### config.mk
export PLATFORM = sky130hd
export DESIGN_NAME = fifo_pop_reader
export DESIGN_NICKNAME = d
export VERILOG_FILES = /design/src/rtl/fifo_pop_reader.sv
export SDC_FILE = /design/constraint.sdc
export NUM_CORES = 1
export LEC_CHECK = 0
export BUFFER_PORTS_ARGS = -buffer_cell sky130_fd_sc_hd__buf_2
export CORE_MARGIN = 2
export CORE_UTILIZATION = 49
export CTS_CLUSTER_SIZE = 14
export DETAILED_ROUTE_END_ITERATION = 10
export GPL_TIMING_DRIVEN = 0
export PLACE_DENSITY = 0.76
export SYNTH_ARGS = -nofsm -noshare
export SYNTH_HDL_FRONTEND = slang
export SYNTH_SLANG_ARGS = --single-unit
export TNS_END_PERCENT = 10
### constraint.sdc
create_clock -name Clk -period 1.54 [get_ports Clk]
set_input_delay 0.154 -clock Clk [delete_from_list [all_inputs] [get_ports Clk]]
set_output_delay 0.154 -clock Clk [all_outputs]
set_load 0.01 [all_outputs]
### src/rtl/fifo_pop_reader.sv
// Pop-side FIFO consumer: credit-limited POP issue, read-latency absorption, valid/ready output, pop-side flush.
// Optional word counter built when FIFO_POP_READER_WORD_CNT_EN is defined.
//
// state | meaning
// RUN   | normal operation, POP issued when credit and flag allow
// FLUSH | one-cycle Fifo_Pop_Flush pulse, buffer cleared
// DRAIN | RD_LATENCY cycles discarding returning reads
module fifo_pop_reader #(
    parameter int DATA_WIDTH = 16,
    parameter int RD_LATENCY = 1
) (
    input  logic                  Clk,
    input  logic                  Reset_n,
    input  logic [3:0]            POP_FLAG,
    input  logic [DATA_WIDTH-1:0] DOUT,
    output logic                  POP,
    output logic                  Fifo_Pop_Flush,
    input  logic                  Pop_En,
    input  logic                  Flush_Req,
    output logic                  M_Valid,
    output logic [DATA_WIDTH-1:0] M_Data,
    input  logic                  M_Ready,
    output logic                  Busy,
    output logic [15:0]           Word_Count
);

    localparam int BUF_DEPTH = RD_LATENCY + 2;
    localparam int PTR_W     = $clog2(BUF_DEPTH);
    localparam int OCC_W     = $clog2(BUF_DEPTH + 1);
    localparam int CNT_W     = OCC_W + 1;

    typedef enum logic [1:0] {S_RUN, S_FLUSH, S_DRAIN} state_t;

    state_t                  state, state_nxt;
    logic [DATA_WIDTH-1:0]   buf_mem [BUF_DEPTH];
    logic [PTR_W-1:0]        wr_ptr, rd_ptr;
    logic [OCC_W-1:0]        occ, fl_cnt;
    logic [RD_LATENCY-1:0]   inflight;
    logic [1:0]              drain_cnt;
    logic                    pop_q;
    logic                    credit_ok, flag_ok, capture, xfer;

    function automatic logic [PTR_W-1:0] ptr_inc(input logic [PTR_W-1:0] p);
        return (p == PTR_W'(BUF_DEPTH - 1)) ? '0 : p + 1'b1;
    endfunction

    always_ff @(posedge Clk or negedge Reset_n) begin
        if (!Reset_n) state <= S_RUN;
        else          state <= state_nxt;
    end

    always_comb begin
        state_nxt = state;
        case (state)
            S_RUN:   if (Flush_Req) state_nxt = S_FLUSH;
            S_FLUSH: state_nxt = S_DRAIN;
            S_DRAIN: if (drain_cnt == 2'd0) state_nxt = S_RUN;
            default: state_nxt = S_RUN;
        endcase
    end

    always_comb begin
        POP            = 1'b0;
        Fifo_Pop_Flush = 1'b0;
        Busy           = 1'b0;
        case (state)
            S_RUN:   POP = Reset_n & Pop_En & credit_ok & flag_ok & ~Flush_Req;
            S_FLUSH: begin
                Fifo_Pop_Flush = 1'b1;
                Busy           = 1'b1;
            end
            S_DRAIN: Busy = 1'b1;
            default: Busy = 1'b0;
        endcase
    end

    // POP_FLAG lags one cycle, so a lone word must not be popped twice in a row.
    assign flag_ok   = (POP_FLAG >= 4'h2) | ((POP_FLAG == 4'h1) & ~pop_q);
    assign M_Valid   = (occ != '0) & (state != S_FLUSH);
    assign M_Data    = buf_mem[rd_ptr];
    assign xfer      = M_Valid & M_Ready;
    assign capture   = inflight[RD_LATENCY-1] & (state == S_RUN);
    assign credit_ok = (CNT_W'(occ) + CNT_W'(fl_cnt)) < (CNT_W'(BUF_DEPTH) + CNT_W'(xfer));

    always_comb begin
        fl_cnt = '0;
        for (int i = 0; i < RD_LATENCY; i++) fl_cnt = fl_cnt + OCC_W'(inflight[i]);
    end

    always_ff @(posedge Clk or negedge Reset_n) begin
        if (!Reset_n) begin
            inflight <= '0;
            pop_q    <= 1'b0;
        end else begin
            inflight[0] <= POP;
            for (int i = 1; i < RD_LATENCY; i++) inflight[i] <= inflight[i-1];
            pop_q <= POP;
        end
    end

    always_ff @(posedge Clk or negedge Reset_n) begin
        if (!Reset_n) begin
            drain_cnt <= 2'd0;
        end else if (state == S_FLUSH) begin
            drain_cnt <= 2'(RD_LATENCY - 1);
        end else if (state == S_DRAIN && drain_cnt != 2'd0) begin
            drain_cnt <= drain_cnt - 2'd1;
        end
    end

    always_ff @(posedge Clk or negedge Reset_n) begin
        if (!Reset_n) begin
            wr_ptr <= '0;
            rd_ptr <= '0;
            occ    <= '0;
            for (int i = 0; i < BUF_DEPTH; i++) buf_mem[i] <= '0;
        end else if (state == S_FLUSH) begin
            wr_ptr <= '0;
            rd_ptr <= '0;
            occ    <= '0;
            for (int i = 0; i < BUF_DEPTH; i++) buf_mem[i] <= '0;
        end else begin
            if (capture) begin
                buf_mem[wr_ptr] <= DOUT;
                wr_ptr          <= ptr_inc(wr_ptr);
            end
            if (xfer) rd_ptr <= ptr_inc(rd_ptr);
            case ({capture, xfer})
                2'b10:   occ <= occ + 1'b1;
                2'b01:   occ <= occ - 1'b1;
                default: occ <= occ;
            endcase
        end
    end

`ifdef FIFO_POP_READER_WORD_CNT_EN
    logic [15:0] word_cnt;

    always_ff @(posedge Clk or negedge Reset_n) begin
        if (!Reset_n)                           word_cnt <= 16'h0000;
        else if (state == S_FLUSH)              word_cnt <= 16'h0000;
        else if (xfer && word_cnt != 16'hFFFF)  word_cnt <= word_cnt + 16'h0001;
    end

    assign Word_Count = word_cnt;
`else
    assign Word_Count = 16'h0000;
`endif

endmodule

Word-level counts from Yosys, hierarchy flattened

Cells that the tools add are included.

Input bits: 25
Logic and storage cells: 80
Register bits after elaboration: 59

Reductions and logical operators: 12
Multiplexer cells: 24
Equal/unequal tests: 10
Bitwise gates (word level): 13
Order comparisons: 5
Add/sub/neg operators: 7

Operator list:

| kind                                                                          | number |
|---|---|
| 48-bit 2-to-1 mux                                                             | 2 |
| 48-bit bitwise mux                                                            | 1 |
| 16-bit 2-to-1 mux                                                             | 3 |
| 16-bit binary-select mux with 2-bit select                                    | 1 |
| 16-bit demux with 2-bit select                                                | 1 |
| 2-bit 2-to-1 mux                                                              | 11 |
| 2-bit nonzero test                                                            | 5 |
| 1-bit AND                                                                     | 8 |
| 2-bit == test (second input constant)                                         | 4 |
| 2-bit by 1-bit adder with 2-bit output (second input constant)                | 3 |
| 3-bit >= comparator (second input constant)                                   | 2 |
| 2-bit inverter with 3-bit output                                              | 2 |
| 2-bit one-hot mux with 3 select lines                                         | 1 |
| 2-bit by 1-bit == test with 1-bit output (second input constant)              | 2 |
| 4-bit by 1-bit == test with 1-bit output (second input constant)              | 1 |
| 4-bit by 2-bit >= comparator with 1-bit output (second input constant)        | 1 |
| 2-bit logical NOT                                                             | 2 |
| 2-bit != test (second input constant)                                         | 2 |
| 2-bit one-hot mux with 2 select lines                                         | 1 |
| 2-bit by 1-bit subtractor with 2-bit output (second input constant)           | 2 |
| 2-bit by 1-bit adder with 3-bit output                                        | 1 |
| 2-bit by 1-bit adder with 3-bit output (first input constant)                 | 1 |
| 3-bit by 1-bit less-than comparator with 1-bit output (second input constant) | 1 |
| 3-bit less-than comparator                                                    | 1 |
| 8 further kinds                                                               | 12 |

Depth between registers and ports, before layout

Gate-level depths: netlist (run 1).

Depth after elaboration: 9
Gate-level depth with buffers: 7

Worst setup path before layout (run 1)

OpenSTA, ideal clock, no wires.

Kind: register to register
From: register state[1]
To: register pop_q
Path slack: -0.321 ns
Arrival: 1.684 ns
Period minus slack after synthesis: 1.861 ns
Path buffers: 1
Data required time: 1.363 ns
Stages on the path, launching flop included: 7
Cell sequence: dfrtp_1 > inv_1 > ha_1 > buf_2 > o21ba_2 > a21oi_1 > nor4_1

Cells in the longest elaborated chain, start to end: 9

RTL lines:

| what                                     | line | RTL |
|---|---|---|
| from (decl)                              | 34   | `state_t state, state_nxt;` |
| from (signal assigned)                   | 49   | `else state <= state_nxt;` |
| 2-bit by 1-bit != test with 1-bit output | 79   | `assign M_Valid = (occ != '0) & (state != S_FLUSH);` |
| 1-bit AND                                | 79   |  |
| named net M_Valid                        | 20   | `output logic M_Valid,` |
| 1-bit AND                                | 81   | `assign xfer = M_Valid & M_Ready;` |
| 2-bit by 1-bit adder with 3-bit output   | 83   | `assign credit_ok = (CNT_W'(occ) + CNT_W'(fl_cnt)) < (CNT_W'(BUF_DEPTH) + CNT_W'(xfer));` |
| 3-bit less-than comparator               | 83   |  |
| 1-bit AND (3 in a row)                   | 67   | `S_RUN: POP = Reset_n & Pop_En & credit_ok & flag_ok & ~Flush_Req;` |
| 1-bit 2-to-1 mux                         | 66   | `case (state)` |
| named net POP                            | 16   | `output logic POP,` |
| to (signal assigned)                     | 93   | `pop_q <= 1'b0;` |
| to (signal assigned)                     | 97   | `pop_q <= POP;` |
| to (decl)                                | 40   | `logic pop_q;` |

The timed path passes the listed nets, and every way through them passes these cells.
A chain may end at the register's enable or synchronous reset.

Worst setup path after layout (run 1)

From: register state[1]
To: output port POP

Cells in the longest elaborated chain, start to end: 9

RTL lines:

| what                                     | line |
|---|---|
| 2-bit by 1-bit != test with 1-bit output | 79 |
| 1-bit AND                                | 79 |
| 1-bit AND                                | 81 |
| 2-bit by 1-bit adder with 3-bit output   | 83 |
| 3-bit less-than comparator               | 83 |
| 1-bit AND (3 in a row)                   | 67 |
| 1-bit 2-to-1 mux (*)                     | 66 |
| to (decl)                                | 16 |

Mark *: on every way between the ends. The rest lies on a longest branch, timed or not.

==> impl_metrics.env, run 1 <==
export IMPL_outcome="complete, but fails checks"
export IMPL_violations="negative hold slack, negative setup slack"
export IMPL_cts_inserted_buffers=9
export IMPL_fin_crit_sh=1.198
export IMPL_netlist_area_um2=2843
export IMPL_ys_ff_latch=59
export IMPL_final_setup_worst_slack_ns=-0.3048
export IMPL_drc=0
export IMPL_met1_length_um=3192
export IMPL_worstSetupPathType="flip-flop to primary output"
export IMPL_initial_core_util=0.5131
export IMPL_clk_path_buf_depth=2
export IMPL_grt_start_max_net_pins=61
export IMPL_cts_sinks=59
export IMPL_wl_met2_um=3555
export IMPL_grt_overflow=0
export IMPL_syn_instance_count=246
export IMPL_final_nets=376
export IMPL_p_int_mw=3.606
export IMPL_cp_end_kind="primary output"
export IMPL_critPathMaxFanout=3
export IMPL_dieWidth_um=80.17
export IMPL_routedWlPerCell_um=17.22
export IMPL_drt_vias_per_instance=5.532
export IMPL_final_core_util=0.7078
export IMPL_hold_viol=59
export IMPL_drtIter0Drc=128
export IMPL_drt_first_pass_iters=4
export IMPL_ir_drop_mv=1.097
export IMPL_cp_arrival_ns=1.69
export IMPL_power_switching_mw=1.743
export IMPL_hp_class="input port to async pin"
export IMPL_drtAntennaViolNets=0
export IMPL_core_area_um2=5540
export IMPL_fmaxAchievable_mhz=542.1
export IMPL_syn_to_final_growth_pct=37.94
export IMPL_switching_share=0.3258
export IMPL_synth_cell_types=36
export IMPL_htree_levels=3
export IMPL_rows=27
export IMPL_dieArea_um2=6426
export IMPL_powerDensity_nw_per_um2=1364
export IMPL_grt_total_usage=0.2262
export IMPL_comb_power_share=0.374
export IMPL_pin_count=61
export IMPL_start_kind="flip-flop"
export IMPL_finalCriticalPeriod_ns=1.845
export IMPL_clk_latency_ns=0.34
export IMPL_fin_skew_ns=0.007661
export IMPL_chipHeight_um=80.17
export IMPL_report_final_slew_viol_count=0
export IMPL_multi_input_area_um2=1319
export IMPL_setup_violations=67
export IMPL_antenna_found_initial=0
export IMPL_grt_pass1_vias=2272
export IMPL_drive_gt1_frac=0.4183
export IMPL_p_leak_nw=1.936
export IMPL_layout_commonest_cell="dfrtp_1"
export IMPL_timing_hold_ws_ns=-0.1153
export IMPL_worst_slew_pin_slew_ns=0.7462
export IMPL_slew_headroom=0.5025
export IMPL_vias=2329
export IMPL_regArea_um2=1479
export IMPL_portBuffers=44
export IMPL_n_antenna_cell=0
export IMPL_dpl_cell_count=377
export IMPL_clkPwrFrac=0.286
export IMPL_synth_area_per_cell_um2=11.56
export IMPL_synth_seq_area_share=0.5194
export IMPL_yosys_warnings=0
export IMPL_grt_pass1_wl_um=10960
export IMPL_cts_root_buf="clkbuf_8"
export IMPL_layout_common_cells="dfrtp_1, a22o_1, buf_2"
export IMPL_crit_required_ns=1.39
export IMPL_dr_wl_met3_um=351
export IMPL_pre_cts_ws_ns=-0.5398
export IMPL_maxUsedRoutingLayer="met4"
export IMPL_cts_tree="done"
export IMPL_max_cap_violations=0
export IMPL_finalNonFillerCells=421
export IMPL_gp_congestion=0.7482
export IMPL_grt_setup_unrepaired="true"
export IMPL_seqPwrFrac=0.340
export IMPL_path_clk_slew_ns=0.06
export IMPL_fill_cells=391
export IMPL_dp_hpwl_um=4116
export IMPL_routed_wirelength_um=7248
## final timing paths
| path | startpoint | end | slack (ns) | depth (start not counted) |
|---|---|---|---|---|
| min reg2reg | buf_mem[4]$_DFFE_PN0P_ | buf_mem[4]$_DFFE_PN0P_ | 0.51 | 1 |
| max | state[1]$_DFFE_PN0P_ | POP | -0.30 | 6 |
| max reg2reg | state[1]$_DFFE_PN0P_ | buf_mem[9]$_DFFE_PN0P_ | -0.23 | 8 |
| min in group Clk | DOUT[11] | buf_mem[27]$_DFFE_PN0P_ | 0.07 | 2 |
| max in group asynchronous | Reset_n | rd_ptr[0]$_DFFE_PN0P_ | 1.13 | 1 |
| min | Reset_n | state[1]$_DFFE_PN0P_ | -0.12 | 1 |
## kinds of logic (layout without fill, tap and decap cells)
group                      count (synthesis)  count (layout)  synth area share
buffers and inverters                     37             125           0.08318
xor gates and xnor gates                   1               1          0.003082
AOI/OAI and AO/OA                         80              80            0.2152
other                                      1              16          0.001319
adders and majority gates                  7               7           0.03081
DFF                                       59              59            0.5194
and+or+nand+nor                           44              44           0.08671
muxes                                     17              17           0.06030
## layout make-up
type / instances / area share
tap: 72 / 0.02297
multi-input combinational: 165 / 0.3363
sequential: 59 / 0.3772
clock buffer: 11 / 0.03350
clock inverter: 5 / 0.01978
buffer: 29 / 0.06701
inverter: 6 / 0.005743
timing repair buffer: 74 / 0.1375
## power by group through the flow
stage | logic (mW) | registers [mW] | clock network (mW)
6_report | 2.00 | 1.82 | 1.53
5_1_grt | 2.14 | 1.83 | 1.61
4_1_cts | 1.81 | 1.80 | 1.54
3_5_place_dp | 1.39 | 1.82 | 0
3_3_place_gp | 1.37 | 1.81 | 0
2_1_floorplan | 0.975 | 1.80 | 0
## timing repair
item,CTS,global route
pin swaps,20,18
setup endpoints to repair,55,70
setup buffers,20,7
hold endpoints to repair,59,59
resized for setup,31,19
gates cloned,2,1
## layer usage
layer,track usage,up-vias
met5,0,-
li1,-,1071
met2,0.3625,70
met4,0.09492,0
met3,0.04607,14
met1,0.2993,1174
## critical path: stages (launching register included)
cell and delay, ns:
dfrtp_1 0.40, inv_2 0.12, ha_4 0.17, nor2b_4 0.16, nand3_2 0.09, nor4_4 0.25
buf_2 0.18
## through the flow
step / power, mW / hold slack [ns] / cell area (µm²) / setup TNS [ns]
2_1_floorplan: 2.771 / -0.1416 / 2963 / -0.03283
3_3_place_gp: 3.181 / 0.4051 / 3273 / -8.337
3_5_place_dp: 3.210 / 0.4075 / 3273 / -9.673
4_1_cts: 5.142 / -0.08913 / 3790 / -8.186
5_1_grt: 5.574 / -0.05776 / 3921 / -11.79
6_report: 5.349 / -0.1153 / 3921 / -8.090
## Yosys cell counts
cell type | number | area share
dfrtp_1 | 59 | 0.52
a22o_1 | 48 | 0.15
nand2_1 | 20 | 0.026
buf_4 | 17 | 0.045
mux2i_1 | 16 | 0.056
o21ai_1 | 16 | 0.028
buf_2 | 9 | 0.016
ha_1 | 7 | 0.031
a21oi_1 | 6 | 0.011
inv_1 | 6 | 0.0079
nor2_1 | 6 | 0.0079
nor2b_1 | 5 | 0.011
buf_6 | 3 | 0.012
a211oi_1 | 2 | 0.0053
a32o_1 | 2 | 0.0070
clkbuf_1 | 2 | 0.0026
nor2_2 | 2 | 0.0044
o21ai_0 | 2 | 0.0035
a2111oi_0 | 1 | 0.0031
and3b_1 | 1 | 0.0031
and4_1 | 1 | 0.0031
and4bb_1 | 1 | 0.0044
conb_1 | 1 | 0.0013
mux2_1 | 1 | 0.0040
nand2b_1 | 1 | 0.0022
nand2b_2 | 1 | 0.0031
nand3_1 | 1 | 0.0018
nand4b_1 | 1 | 0.0031
nor3_2 | 1 | 0.0035
nor4_1 | 1 | 0.0022
nor4b_4 | 1 | 0.0084
o21ba_1 | 1 | 0.0035
o21ba_2 | 1 | 0.0035
o21bai_1 | 1 | 0.0026
or3_1 | 1 | 0.0022
xnor2_1 | 1 | 0.0031
## sequential cells by signal, indices dropped and copies added (netlist names)
signal / count
wr_ptr: 2
drain_cnt: 2
rd_ptr: 2
pop_q: 1
occ: 2
buf_mem: 48
state: 2
Note: power is estimated with default switching activity, not from simulation.
==> run 2: changes to the inputs <==
--- a/config.mk
+++ b/config.mk
@@ -6,12 +6,13 @@
 export NUM_CORES = 1
 export LEC_CHECK = 0
 export BUFFER_PORTS_ARGS = -buffer_cell sky130_fd_sc_hd__buf_2
+export CAP_MARGIN = 20
 export CORE_MARGIN = 2
-export CORE_UTILIZATION = 49
+export CORE_UTILIZATION = 50
 export CTS_CLUSTER_SIZE = 14
 export DETAILED_ROUTE_END_ITERATION = 10
 export GPL_TIMING_DRIVEN = 0
-export PLACE_DENSITY = 0.76
+export PLACE_DENSITY = 0.74
 export SYNTH_ARGS = -nofsm -noshare
 export SYNTH_HDL_FRONTEND = slang
 export SYNTH_SLANG_ARGS = --single-unit
==> constraint.sdc (replaced) <==
create_clock -name Clk -period 2.02 [get_ports Clk]
set_input_delay 0.202 -clock Clk [delete_from_list [all_inputs] [get_ports Clk]]
set_output_delay 0.202 -clock Clk [all_outputs]
set_load 0.01 [all_outputs]
==> run 2 against run 1 <==
Net effect:
- the flow finishes with violations (negative setup slack)
- non-clock buffer count down 17
- register-to-register slack better by 0.28 ns
- clock power down 9.8%
- cell count down 4.0%
- global-route usage down 0.067 points
- sequential power down 24%
- critical path depth unchanged
- clock skew up 0.0018 ns
- worst hold slack better by 0.23 ns
- first-iteration DRC count down 14%
- utilization down 4.2 points
- sequential cell count unchanged
==> impl_metrics.env, run 2 (synthesized netlist as in run 1, its figures left out) <==
export IMPL_outcome="complete, but fails checks"
export IMPL_violations="negative setup slack"
export IMPL_cp_arrival_ns=1.88
export IMPL_cp_end_kind="primary output"
export IMPL_cts_root_buf="clkbuf_8"
export IMPL_crit_slowest_cell="dfrtp_2"
export IMPL_cts_tree="done"
export IMPL_gp_congestion=0.7398
export IMPL_fin_skew_ns=0.009436
export IMPL_drt_vias_per_instance=5.453
export IMPL_routedWlPerCell_um=16.30
export IMPL_rows=27
export IMPL_p_leak_nw=1.802
export IMPL_clk_latency_ns=0.34
export IMPL_finalCriticalPeriod_ns=2.086
export IMPL_crit_chain="ha_4 > ha_1 > nand2_1 > a21oi_2 > nor4_4 > buf_2"
export IMPL_switching_share=0.3053
export IMPL_hp_class="input port to flip-flop"
export IMPL_n_antenna_cell=0
export IMPL_final_nets=359
export IMPL_grt_setup_unrepaired="true"
export IMPL_clkPwrFrac=0.355
export IMPL_drive_gt1_frac=0.3524
export IMPL_max_cap_violations=0
export IMPL_worst_slew_pin_slew_ns=0.6783
export IMPL_grt_overflow=0
export IMPL_regMostFlops="buf_mem"
export IMPL_path_clk_slew_ns=0.07
export IMPL_grt_total_usage=0.2255
export IMPL_layout_commonest_cell="dfrtp_1"
export IMPL_cpPeakStageDelay_ns=0.47
export IMPL_report_final_slew_viol_count=0
export IMPL_crit_buf_inv=1
export IMPL_htree_levels=3
export IMPL_setup_tns_ns=-0.06615
export IMPL_dieArea_um2=6304
export IMPL_seqPwrFrac=0.358
export IMPL_power_switching_mw=1.185
export IMPL_comb_power_share=0.287
export IMPL_drtAntennaViolNets=0
export IMPL_grt_start_max_net_pins=33
export IMPL_fmaxAchievable_mhz=479.4
export IMPL_chipHeight_um=79.40
export IMPL_routed_wirelength_um=6584
export IMPL_fin_crit_sh=1.033
export IMPL_critPathMaxFanout=7
export IMPL_cts_sinks=59
export IMPL_slew_headroom=0.5467
export IMPL_dieWidth_um=79.40
export IMPL_pin_count=61
export IMPL_core_area_um2=5507
export IMPL_vias=2203
export IMPL_hold_viol=0
export IMPL_drt_first_pass_iters=4
export IMPL_initial_core_util=0.5162
export IMPL_largest_reg_flops=48
export IMPL_antenna_found_initial=0
export IMPL_crit_required_ns=1.82
export IMPL_powerDensity_nw_per_um2=1059
export IMPL_p_total_mw=3.883
export IMPL_setup_violations=1
export IMPL_p_int_mw=2.698
export IMPL_drtIter0Drc=110
export IMPL_start_kind="flip-flop"
export IMPL_clk_path_buf_depth=2
export IMPL_grt_pass1_wl_um=10740
export IMPL_ir_drop_mv=0.7233
export IMPL_portBuffers=44
export IMPL_path_delay_family="flip-flops"
export IMPL_worstSetupPathType="flip-flop to primary output"
export IMPL_cts_inserted_buffers=9
export IMPL_timing_hold_ws_ns=0.1140
export IMPL_grt_pass1_vias=2161
export IMPL_final_setup_worst_slack_ns=-0.06615
export IMPL_dp_hpwl_um=4211
export IMPL_layout_common_cells="dfrtp_1, buf_2, a22o_1"
export IMPL_drc=0
export IMPL_syn_to_final_growth_pct=29.01
run 2: cell types whose count changed in the layout (fill, tap and decap cells not counted), moves of 3 or more:
cell      before  now
clkbuf_8       9   12
nand2_1       15   20
o21ai_2        4    0
buf_2         43   49
nand2_2        5    0
buf_8          3    0
o21ai_1       12   16
buf_4         42   28
buf_6          9    4
run 2: path summary, 6_finish.rpt:
check	end	slack, ns	depth (start not counted)	from
worst min-delay path	buf_mem[4]$_DFFE_PN0P_	0.11	2	DOUT[4]
worst max register to register	pop_q$_DFF_PN0_	0.05	8	pop_q$_DFF_PN0_
worst min register to register	buf_mem[12]$_DFFE_PN0P_	0.51	1	buf_mem[12]$_DFFE_PN0P_
worst max-delay path	POP	-0.07	6	pop_q$_DFF_PN0_
max in group asynchronous	occ[0]$_DFFE_PN0P_	1.39	3	Reset_n
min in group asynchronous	buf_mem[40]$_DFFE_PN0P_	0.44	3	Reset_n
run 2: power groups by stage:
stage               clock [mW]  sequential (mW)  combinational [mW]
finish                    1.38             1.39                1.12
global route              1.45             1.40                1.23
CTS                       1.40             1.39                1.11
detailed placement           0             1.38               0.992
global placement             0             1.38               0.975
floorplan                    0             1.36               0.671
run 2: timing repair:
item | 4_1_cts | 5_1_grt
buffers inserted | 10 | 0
hold buffers | 2 | 0
endpoints found under the hold margin | 32 | 0
gates resized for setup | 16 | 6
endpoints found under the setup margin | 12 | 15
pin swaps | 2 | 1
run 2: layer usage:
layer / part of all wire / vias up / track usage
met4: 0.013 / 0 / 0.05517
met2: 0.46 / 82 / 0.3551
li1: - / 1037 / -
met1: 0.45 / 1075 / 0.3092
met5: 0 / - / 0
met3: 0.073 / 9 / 0.06674
run 2: area by class of cell:
class,instances,area (µm²)
timing repair buffer,57,345.3
fill,436,1839
multi-input combinational,165,1252
sequential,59,1480
clock buffer,12,165.2
tap,72,90.09
clock inverter,4,95.09
buffer,29,216.5
inverter,6,22.52
run 2: stage by stage:
| stage | instance area (µm²) | std cells | util | setup slack (ns) |
|---|---|---|---|---|
| 3_5_place_dp | 3229 | 378 | 0.5865 | 0.0007696 |
| 6_report | 3667 | 404 | 0.6660 | -0.06615 |
| 2_1_floorplan | 2899 | 261 | - | 0.1339 |
| 5_1_grt | 3667 | 404 | 0.6660 | -0.1596 |
| 3_3_place_gp | 3209 | 377 | 0.5828 | -0.1248 |
| 4_1_cts | 3651 | 404 | 0.6630 | -0.02504 |
==> run 3: changes to the inputs <==
--- a/config.mk
+++ b/config.mk
@@ -7,6 +7,7 @@
 export LEC_CHECK = 0
 export BUFFER_PORTS_ARGS = -buffer_cell sky130_fd_sc_hd__buf_2
 export CAP_MARGIN = 20
+export CORE_ASPECT_RATIO = 1.5
 export CORE_MARGIN = 2
 export CORE_UTILIZATION = 50
 export CTS_CLUSTER_SIZE = 14
==> run 3 against run 2 <==
Net effect:
- the flow now finishes without violations
- combinational power increased by 11%
- routed wire length rose by 1.8%
- non-clock buffer count is 6 higher
- design area down 1.4%
- fmax rose by 5.7%
- worst hold slack lost 0.00085 ns
- sequential share of layout area is 0.52 points higher
- global-route usage increased by 0.92 points
- critical path type unchanged
- largest power group unchanged
==> impl_metrics.env, run 3 (synthesized netlist as in run 1, its figures left out) <==
export IMPL_largest_reg_flops=48
export IMPL_dp_hpwl_um=4360
export IMPL_slew_headroom=0.6111
export IMPL_dieArea_um2=6317
export IMPL_n_antenna_cell=0
export IMPL_fmaxAchievable_mhz=506.6
export IMPL_rrSetupSlack_ns=0.08
export IMPL_start_kind="flip-flop"
export IMPL_grt_total_usage=0.2347
export IMPL_hp_class="input port to flip-flop"
export IMPL_path_clk_slew_ns=0.07
export IMPL_grt_overflow=0
export IMPL_rows=33
export IMPL_pin_count=61
export IMPL_clk_path_buf_depth=2
export IMPL_max_cap_violations=0
export IMPL_critPathMaxFanout=2
export IMPL_worst_slew_pin_slew_ns=0.5687
export IMPL_hp_start="DOUT[9]"
export IMPL_drive_gt1_frac=0.3512
export IMPL_grt_pass1_wl_um=10850
export IMPL_finalNonFillerCells=406
export IMPL_p_leak_nw=1.799
export IMPL_layout_commonest_cell="dfrtp_1"
export IMPL_powerDensity_nw_per_um2=980.4
export IMPL_cp_end_kind="primary output"
export IMPL_crit_required_ns=1.82
export IMPL_vias=2214
export IMPL_grt_setup_unrepaired="true"
export IMPL_fin_skew_ns=0.007089
export IMPL_rr_endpoint="buf_mem[7]$_DFFE_PN0P_"
export IMPL_syn_to_final_growth_pct=27.24
export IMPL_cts_sinks=59
export IMPL_final_core_util=0.6587
export IMPL_portBuffers=44
export IMPL_drt_vias_per_instance=5.453
export IMPL_core_area_um2=5492
export IMPL_hold_depth=2
export IMPL_setup_violations=0
export IMPL_chipHeight_um=96.35
export IMPL_stdcell_area_um2=3617
export IMPL_multi_input_area_um2=1235
export IMPL_holdPathEnd="buf_mem[25]$_DFFE_PN0P_"
export IMPL_hold_viol=0
export IMPL_dpl_cell_count=376
export IMPL_clk_latency_ns=0.33
export IMPL_cts_root_buf="clkbuf_8"
export IMPL_grt_start_max_net_pins=30
export IMPL_worstReg2RegStart="state[0]$_DFFE_PN0P_"
export IMPL_report_final_slew_viol_count=0
export IMPL_final_nets=365
export IMPL_cp_arrival_ns=1.77
export IMPL_htree_levels=3
export IMPL_fin_crit_sh=0.9773
export IMPL_grt_pass1_vias=2244
export IMPL_drc=0
export IMPL_antenna_found_initial=0
export IMPL_gp_congestion=0.7339
export IMPL_outcome="finished clean"
export IMPL_pre_cts_ws_ns=0.006885
export IMPL_cts_inserted_buffers=9
export IMPL_routedWlPerCell_um=16.50
export IMPL_regMostFlops="buf_mem"
export IMPL_regArea_um2=1479
export IMPL_finalCriticalPeriod_ns=1.974
export IMPL_dieWidth_um=65.57
export IMPL_routed_wirelength_um=6700
export IMPL_postPlaceCellArea_um2=3234
export IMPL_cts_tree="done"
export IMPL_fill_cells=443
export IMPL_drtIter0Drc=167
export IMPL_layout_common_cells="dfrtp_1, buf_2, a22o_1"
export IMPL_initial_core_util=0.5177
export IMPL_ir_drop_mv=0.8218
export IMPL_rr_worst_depth=7
export IMPL_worstSetupPathType="flip-flop to primary output"
export IMPL_drt_first_pass_iters=4
export IMPL_final_setup_worst_slack_ns=0.04589
export IMPL_drtAntennaViolNets=0
run 3: how the worst max path moves through the flow:
stage,from,to,slack [ns]
5_1_grt,state[0]$_DFFE_PN0P_,POP,-0.01
4_1_cts,state[0]$_DFFE_PN0P_,POP,-0.003
3_3_place_gp,Reset_n,POP,-0.16
2_1_floorplan,state[1]$_DFFE_PN0P_,POP,0.13
3_5_place_dp,Reset_n,POP,0.007
6_report,state[0]$_DFFE_PN0P_,POP,0.05
run 3: layout make-up:
cell class / instances / share of cell area
Inverter: 6 / 0.006226
Tap cell: 70 / 0.02421
Clock buffer: 11 / 0.04185
Buffer: 30 / 0.06365
Clock inverter: 3 / 0.004151
Multi-Input combinational cell: 165 / 0.3414
Sequential cell: 59 / 0.4089
Timing Repair Buffer: 62 / 0.1097
run 3: critical path, cell delays in order (launching register included):
cell and delay, ns:
dfrtp_1 0.40, buf_6 0.13, ha_4 0.15, buf_6 0.11, o21ba_4 0.21, a21oi_2 0.05, nor4_2 0.20, buf_2 0.19
run 3: what timing repair did:
action	4_1_cts	5_1_grt
pin swaps	2	3
setup buffers	8	6
gates resized for setup	16	6
endpoints found under the hold margin	7	0
endpoints found under the setup margin	12	11
hold buffers	3	0
run 3: power by group:
part | switching [mW] | internal (mW)
clock | 0.442 | 0.491
sequential | 0.0843 | 1.29
combinational | 0.660 | 0.575
run 3: metrics by stage:
stage	power [mW]	hold slack, ns	TNS [ns]
finish	3.546	0.1132	0
global route	3.729	0.1212	-0.01004
CTS	3.449	0.1034	-0.003403
detailed placement	2.374	0.3670	0
global placement	2.347	0.4544	-0.1631
floorplan	2.033	-0.09359	0
run 3: layer usage:
metal / part of all wire / track usage / up-vias
li1: - / - / 1040
met1: 0.40 / 0.2723 / 1104
met2: 0.53 / 0.4065 / 57
met3: 0.040 / 0.04327 / 13
met4: 0.027 / 0.1285 / 0
met5: 0 / 0 / -
